--- src/rtl/period_meter_pkg.sv ---
// rtl/period_meter_pkg.sv - shared constants and state encoding for the period meter
`timescale 1ns/1ps

package period_meter_pkg;

    localparam int unsigned PM_DEF_WIDTH   = 32;
    localparam int unsigned PM_DEF_TIMEOUT = 32'd1000000;

    typedef enum logic {
        IDLE    = 1'b0,
        MEASURE = 1'b1
    } pm_state_e;

endpackage

--- src/rtl/sig_sync_edge.sv ---
// rtl/sig_sync_edge.sv - two-flop synchroniser with rise/fall pulse detection
`timescale 1ns/1ps

module sig_sync_edge (
    input  logic I_CLK,
    input  logic RST,
    input  logic I_SIG,
    output logic o_rise,
    output logic o_fall
);

    logic sync1_q, sync1_d;
    logic sync2_q, sync2_d;
    logic prev_q,  prev_d;

    always_comb begin
        sync1_d = I_SIG;
        sync2_d = sync1_q;
        prev_d  = sync2_q;
    end

    always_ff @(posedge I_CLK or negedge RST) begin
        if (!RST) begin
            sync1_q <= 1'b0;
            sync2_q <= 1'b0;
            prev_q  <= 1'b0;
        end else begin
            sync1_q <= sync1_d;
            sync2_q <= sync2_d;
            prev_q  <= prev_d;
        end
    end

    assign o_rise = sync2_q & ~prev_q;
    assign o_fall = ~sync2_q & prev_q;

endmodule

--- src/rtl/period_meter.sv ---
// rtl/period_meter.sv - measures period and high time of a slow asynchronous square wave
`timescale 1ns/1ps

module period_meter
    import period_meter_pkg::*;
#(
    parameter int unsigned WIDTH   = PM_DEF_WIDTH,
    parameter int unsigned TIMEOUT = PM_DEF_TIMEOUT
) (
    input  logic             I_CLK,
    input  logic             RST,
    input  logic             I_EN,
    input  logic             I_SIG,
    output logic [WIDTH-1:0] O_PERIOD,
    output logic [WIDTH-1:0] O_HIGH,
    output logic             O_VALID,
    output logic             O_TIMEOUT
);

    localparam logic [WIDTH-1:0] TIMEOUT_W = WIDTH'(TIMEOUT);
    localparam logic [WIDTH-1:0] ONE_W     = WIDTH'(1);

    logic rise, fall;

    pm_state_e        state_q, state_d;
    logic [WIDTH-1:0] cnt_q, cnt_d;
    logic [WIDTH-1:0] hi_cap_q, hi_cap_d;
    logic [WIDTH-1:0] period_q, period_d;
    logic [WIDTH-1:0] high_q, high_d;
    logic             valid_q, valid_d;
    logic             timeout_q, timeout_d;

    sig_sync_edge u_sync (
        .I_CLK (I_CLK),
        .RST   (RST),
        .I_SIG (I_SIG),
        .o_rise(rise),
        .o_fall(fall)
    );

    always_comb begin
        state_d   = state_q;
        cnt_d     = cnt_q;
        hi_cap_d  = hi_cap_q;
        period_d  = period_q;
        high_d    = high_q;
        valid_d   = 1'b0;
        timeout_d = timeout_q;

        if (state_q == IDLE) begin
            cnt_d = '0;
            // Clearing hi_cap makes a fall-less first period report 0
            if (I_EN && rise) begin
                state_d  = MEASURE;
                cnt_d    = ONE_W;
                hi_cap_d = '0;
            end
        end else begin
            if (!I_EN) begin
                state_d = IDLE;
                cnt_d   = '0;
            end else if (rise) begin
                period_d  = cnt_q;
                high_d    = hi_cap_q;
                valid_d   = 1'b1;
                cnt_d     = ONE_W;
                timeout_d = 1'b0;
            end else if (cnt_q == TIMEOUT_W) begin
                timeout_d = 1'b1;
                state_d   = IDLE;
                cnt_d     = '0;
            end else begin
                cnt_d = cnt_q + ONE_W;
                if (fall) begin
                    hi_cap_d = cnt_q;
                end
            end
        end
    end

    always_ff @(posedge I_CLK or negedge RST) begin
        if (!RST) begin
            state_q   <= IDLE;
            cnt_q     <= '0;
            hi_cap_q  <= '0;
            period_q  <= '0;
            high_q    <= '0;
            valid_q   <= 1'b0;
            timeout_q <= 1'b0;
        end else begin
            state_q   <= state_d;
            cnt_q     <= cnt_d;
            hi_cap_q  <= hi_cap_d;
            period_q  <= period_d;
            high_q    <= high_d;
            valid_q   <= valid_d;
            timeout_q <= timeout_d;
        end
    end

    assign O_PERIOD  = period_q;
    assign O_HIGH    = high_q;
    assign O_VALID   = valid_q;
    assign O_TIMEOUT = timeout_q;

endmodule

--- config.mk ---
export PLATFORM = sky130hd
export DESIGN_NAME = period_meter
export DESIGN_NICKNAME = d
export VERILOG_FILES = /design/src/rtl/period_meter_pkg.sv /design/src/rtl/sig_sync_edge.sv /design/src/rtl/period_meter.sv
export SDC_FILE = /design/constraint.sdc
export NUM_CORES = 1
export LEC_CHECK = 0
export CORE_UTILIZATION = 35
export CTS_CLUSTER_DIAMETER = 80
export DETAILED_ROUTE_END_ITERATION = 7
export MAX_ROUTING_LAYER = met4
export RECOVER_POWER = 100
export SYNTH_ARGS = -nofsm -noshare
export SYNTH_HDL_FRONTEND = slang
export SYNTH_SLANG_ARGS = --single-unit
--- constraint.sdc ---
create_clock -name I_CLK -period 4.59 [get_ports I_CLK]
set_input_delay 0.918 -clock I_CLK [delete_from_list [all_inputs] [get_ports I_CLK]]
set_output_delay 0.918 -clock I_CLK [all_outputs]
set_load 0.1 [all_outputs]
# After elaboration in Yosys (flattened, before gate mapping)
# Cells that the tools add are included.
dict set report op_classes {
  reduce_logical 6
  eq_ne 5
  bitwise 4
  mux 21
  addsub 1
}
# op count
set ops {}
lappend ops {{$mux W32} 10}
lappend ops {{$add A32 B1 Y32 const B} 1}
lappend ops {{$eq A32 B20 Y1 const B} 1}
lappend ops {{$mux W1} 11}
lappend ops {{$ne A2 B2 Y1 const B} 4}
lappend ops {{$reduce_and A3 Y1} 2}
lappend ops {{$reduce_and A5 Y1} 1}
lappend ops {{$reduce_bool A2 Y1} 2}
lappend ops {{$and A1 B1 Y1} 2}
lappend ops {{$not A1 Y1} 2}
lappend ops {{$logic_and A1 B1 Y1} 1}
dict set report totals {
  input_bits 4
  ff_bits 134
  word_cells 47
}

# Longest topological paths before layout
dict set report depth {
  ltp_word 7
  ltp_mapped 7
  ltp_nobuf 6
}

# Modules after synthesis
# From an unflattened synthesis, not the netlist that was laid out.
dict set report hier_totals {
  cells_unflattened 556
  hier_area_um2 5564.1
}
# module cells_per_inst area_each_um2 n_inst
set modules_own_cells {}
lappend modules_own_cells {period_meter 551 5474.0 1}
lappend modules_own_cells {sig_sync_edge 5 90.1 1}

# Worst setup path before layout
# Ideal clock, no wire load.
dict set report synth_path {
  kind {in2reg}
  from {input I_EN}
  to {register period_q[23] (netlist: O_PERIOD[23])}
  t_required_ns 4.507
  setup_ns 0.083
  arrival_time_ns 2.106
  slack_ns 2.401
  stages 7
  path_cell_list {nand2_1 > or2_2 > clkbuf_1 > clkbuf_1 > clkbuf_1 > nand2_1 > o21ai_0}
}
dict set report synth_between {
  elab_chain_len 1
}
# element line
set synth_rtl {}
lappend synth_rtl {{start: declaration} period_meter.sv:12} ;# input logic I_EN,
lappend synth_rtl {{$reduce_and A3 Y1 (no line)} --}
lappend synth_rtl {{end signal: assignment} period_meter.sv:94} ;# period_q <= period_d;
lappend synth_rtl {{end: declaration} period_meter.sv:28} ;# logic [WIDTH-1:0] period_q, period_d;
# No other way between the ends.
# A chain may end at the register's enable or synchronous reset.

# Worst setup path in the final report
dict set report layout_path {
  from {input I_EN}
  to {register high_q[19] (netlist: O_HIGH[19])}
}
dict set report layout_between {
  elab_chain_len 1
}
# element line
set layout_rtl {}
lappend layout_rtl {{$reduce_and A3 Y1 (no line)} --}
lappend layout_rtl {{end signal: assignment} period_meter.sv:95} ;# high_q <= high_d;
lappend layout_rtl {{end: declaration} period_meter.sv:29} ;# logic [WIDTH-1:0] high_q, high_d;
# No other way between the ends.

==> impl_metrics.csv <==
group,metric,value,unit
outcome,status,"finished with violations",
outcome,violations,"capacitance limit, slew limit",
die,io_pins,70,
grt,antenna_found_initial,0,
routing,wl_per_cell,14.5,um
grt,grtUsageTotal,15.6,%
min_path,whs_path_depth,0,
clock_tree,cts_max_path_buffers,2,
pwr,peakVddDrop,0.236,mV
synthesis,synthDistinctLibCells,39,
pwr,p_per_area,378,nW/um^2
final_layout,final_cell_mix,"dfrtp_1 (134), nand2_1 (76), dlygate4sd3_1 (67)",
clock_tree,path_clk_slew,60,ps
worst_setup_path,arrival,3660,ps
routing,drt_iter0_drc,174,
synthesis,synth-edff-count,0,
timing,final_max_slew_viol_count,33,
final_layout,multiInputGateArea,2000,um^2
timing,rsz0062_at_grt,"false",
worst_setup_path,crit_required,4890,ps
flow_run,drv_cap,1,
worst_setup_path,cp_cell_sequence,"clkdlybuf4s50_1 > nand2_1 > or2_0 > buf_12 > mux2_2",
clock_tree,htreeDepth,4,
pwr,seqPwrFrac,44.5,%
synthesis,synth_simple_gate_area_share,13.7,%
synthesis,ys_seq_area_share,59.9,%
worst_setup_path,cpMaxStageDelayCell,"or2_0",
timing,tns,0,ps
timing,hold_violations,0,
timing,finalSetupViolCount,0,
routing,routed-via-count,3806,
synthesis,syn_area,5600,um^2
synthesis,dominantRegCellSynth,"dfrtp_1",
grt,grt_pass1_wl,19.5,mm
placement,dp_hpwl,7.48,mm
synthesis,synth_compound_area_share,7.40,%
timing,skew,6.82,ps
worst_setup_path,crit_family,"simple AND/OR/NAND/NOR gates",
die,rows,45,
clock_tree,cts_buffers,17,
clock_tree,cts_sinks,134,
die,die_x,128,um
final_layout,antennaDiodeCount,0,
pwr,p_leak,3.40,nW
placement,portBuffers,69,
synthesis,synth_fa_ha_area_share,0.447,%
pwr,sw_frac_of_total,20.3,%
timing,slew_headroom,-20.1,%
timing,worst_pin_slew,1800,ps
worst_setup_path,critPathMaxFanout,66,
worst_setup_path,crit_path_start_kind,"input pin",
die,core-area,15400,um^2
clock_tree,ctsResizeCount,0,
worst_setup_path,cpPeakStageDelay,1340,ps
synthesis,synthMuxAreaShare,12.2,%
routing,wirelength,11.4,mm
min_path,hp-class,"register to register",
placement,gp_congestion,0.774,
synthesis,ys_warn_count,0,
synthesis,postSynthCellCount,501,
grt,grt_overflow_total,0,
clock_tree,cts_tree,"yes",
timing,min_period,3360,ps
die,die_h,128,um
synthesis,synth-seq-cells,134,
synthesis,synthXorXnorAreaFrac,1.72,%
routing,ant_nets,0,
clock_tree,cts_setup_buffers,0,
clock_tree,root_buffer,"clkbuf_16",
routing,vias_per_cell,4.83,
final_layout,syn_to_final_growth,26.7,%
clock_tree,cts_hold_buf,0,
synthesis,async_reset_ff_share,100,%
final_layout,drive_gt1_share,13.0,%
final_layout,nFillCells,1465,
worst_setup_path,cp.depth,5,
pwr,p_int,2.13,mW
final_layout,final_core_util,46.0,%
synthesis,syn-num-nets,507,
final_layout,nNetsFinal,571,
worst_setup_path,crit_path_end_kind,"register",
worst_setup_path,crit_buf_inv,2,
pwr,pwr-share-clk,52.6,%
die,initial_core_util,36.3,%
routing,first_pass_iters,4,
pwr,p_sw,545,uW
routing,drc,0,
timing,post-route-period-util,73.1,%
final_layout,regArea,3350,um^2
synthesis,synth_top_family_by_area,"simple AND/OR/NAND/NOR gates",
pwr,combinationalPowerShare,2.9,%
worst_setup_path,r2r_cells,5,
worst_setup_path,critical_path_class,"input pin to register",
final_layout,final_common_cell,"dfrtp_1",
grt,grt_pass1_vias,3919,
clock_tree,clk_latency,410,ps
timing,fmax,298,MHz
synthesis,syn_avg_cell_area,11.2,um^2
grt,grt_max_degree,135,
die,die-area,16500,um^2
[through the flow]
stage | instance area (um^2) | hold WS, ps | power, mW | instances | setup WS, ps
6_report | 7090 | 376 | 2.68 | 788 | 1230
5_1_grt | 7090 | 375 | 2.77 | 788 | 910
4_1_cts | 7100 | 376 | 2.71 | 788 | 1690
3_5_place_dp | 6490 | 362 | 1.30 | 757 | 1810
3_3_place_gp | 6490 | 347 | 1.29 | 757 | 1860
2_1_floorplan | 5600 | 331 | 1.25 | 501 | 2400
[worst reg2reg max path, delay by kind of cell (launching register included)]
family | cells | cell delay, ps
flops | 1 | 450
buf+inv | 1 | 1070
compound gates | 2 | 580
simple gates | 2 | 730
[synth_stat cells, types with 2 or more instances]
| library cell | number | area (um^2) |
|---|---|---|
| dfrtp_1 | 134 | 3350 |
| nand2_1 | 76 | 285 |
| o21ai_0 | 41 | 205 |
| inv_1 | 34 | 128 |
| mux2_2 | 32 | 360 |
| mux2i_1 | 32 | 320 |
| clkbuf_1 | 20 | 75.1 |
| a21oi_1 | 19 | 95.1 |
| nor2_1 | 16 | 60.1 |
| or4_1 | 11 | 82.6 |
| xnor2_1 | 11 | 96.3 |
| o31ai_1 | 9 | 67.6 |
| nand4_1 | 8 | 50.1 |
| nand3_1 | 7 | 35.0 |
| nor4_1 | 7 | 43.8 |
| or3_1 | 5 | 31.3 |
| nor3_1 | 4 | 20.0 |
| and4_1 | 3 | 26.3 |
| buf_2 | 3 | 15.0 |
| buf_4 | 3 | 22.5 |
| or3_2 | 3 | 22.5 |
| buf_6 | 2 | 22.5 |
| ha_1 | 2 | 25.0 |
| nand3_2 | 2 | 20.0 |
| nor3b_1 | 2 | 15.0 |
| or2_2 | 2 | 12.5 |
[worst paths after layout]
| check | from | end | slack, ps |
|---|---|---|---|
| worst min register to register | u_sync.sync1_q | u_sync.prev_d | 380 |
| worst max register to register | cnt_q[25] | cnt_q[13] | 1650 |
| min in group asynchronous | RST | O_HIGH[10] | 650 |
| worst min-delay path | u_sync.sync1_q | u_sync.prev_d | 380 |
| max in group asynchronous | RST | cnt_q[29] | 3360 |
| worst max-delay path | I_EN | O_HIGH[19] | 1230 |
[layer usage]
| layer | vias up | wire [um] | GRT usage, % |
|---|---|---|---|
| li1 | 1853 | - | - |
| met2 | 73 | 5570 | 24.5 |
| met1 | 1865 | 5230 | 19.5 |
| met4 | 0 | 151 | 5.81 |
| met3 | 15 | 436 | 3.91 |
| met5 | - | 0 | - |
[power by group through the flow]
stage               sequential (mW)  clock, mW  combinational, mW
finish                         1.19       1.41             0.0776
global route                   1.19       1.49             0.0866
CTS                            1.19       1.44             0.0820
detailed placement             1.21          0             0.0821
global placement               1.21          0             0.0804
floorplan                      1.23          0             0.0230
[sequential cells by signal (all words and copies together) (netlist names)]
name,flops
u_sync.prev_d,1
O_HIGH,32
state_q,1
u_sync.sync1_q,1
O_TIMEOUT,1
u_sync.prev_q,1
O_PERIOD,32
hi_cap_q,32
cnt_q,32
O_VALID,1
[logic make-up after synthesis]
family | count (synthesis)
adder cells (fa/ha/maj) | 2
XOR/XNOR | 11
buffers and inverters | 62
multiplexers | 64
AND/OR/NAND/NOR | 153
flip-flops | 134
AO/OA/AOI/OAI | 75
[layout make-up]
class	count	share of cell area [%]
sequential	134	47.3
inverter	34	1.80
tap	211	3.72
clock inverter	10	2.15
multi-input combinational	305	28.2
clock buffer	21	6.49
timing repair buffer	73	10.4
No activity file was read; power rests on OpenSTA's default activity.
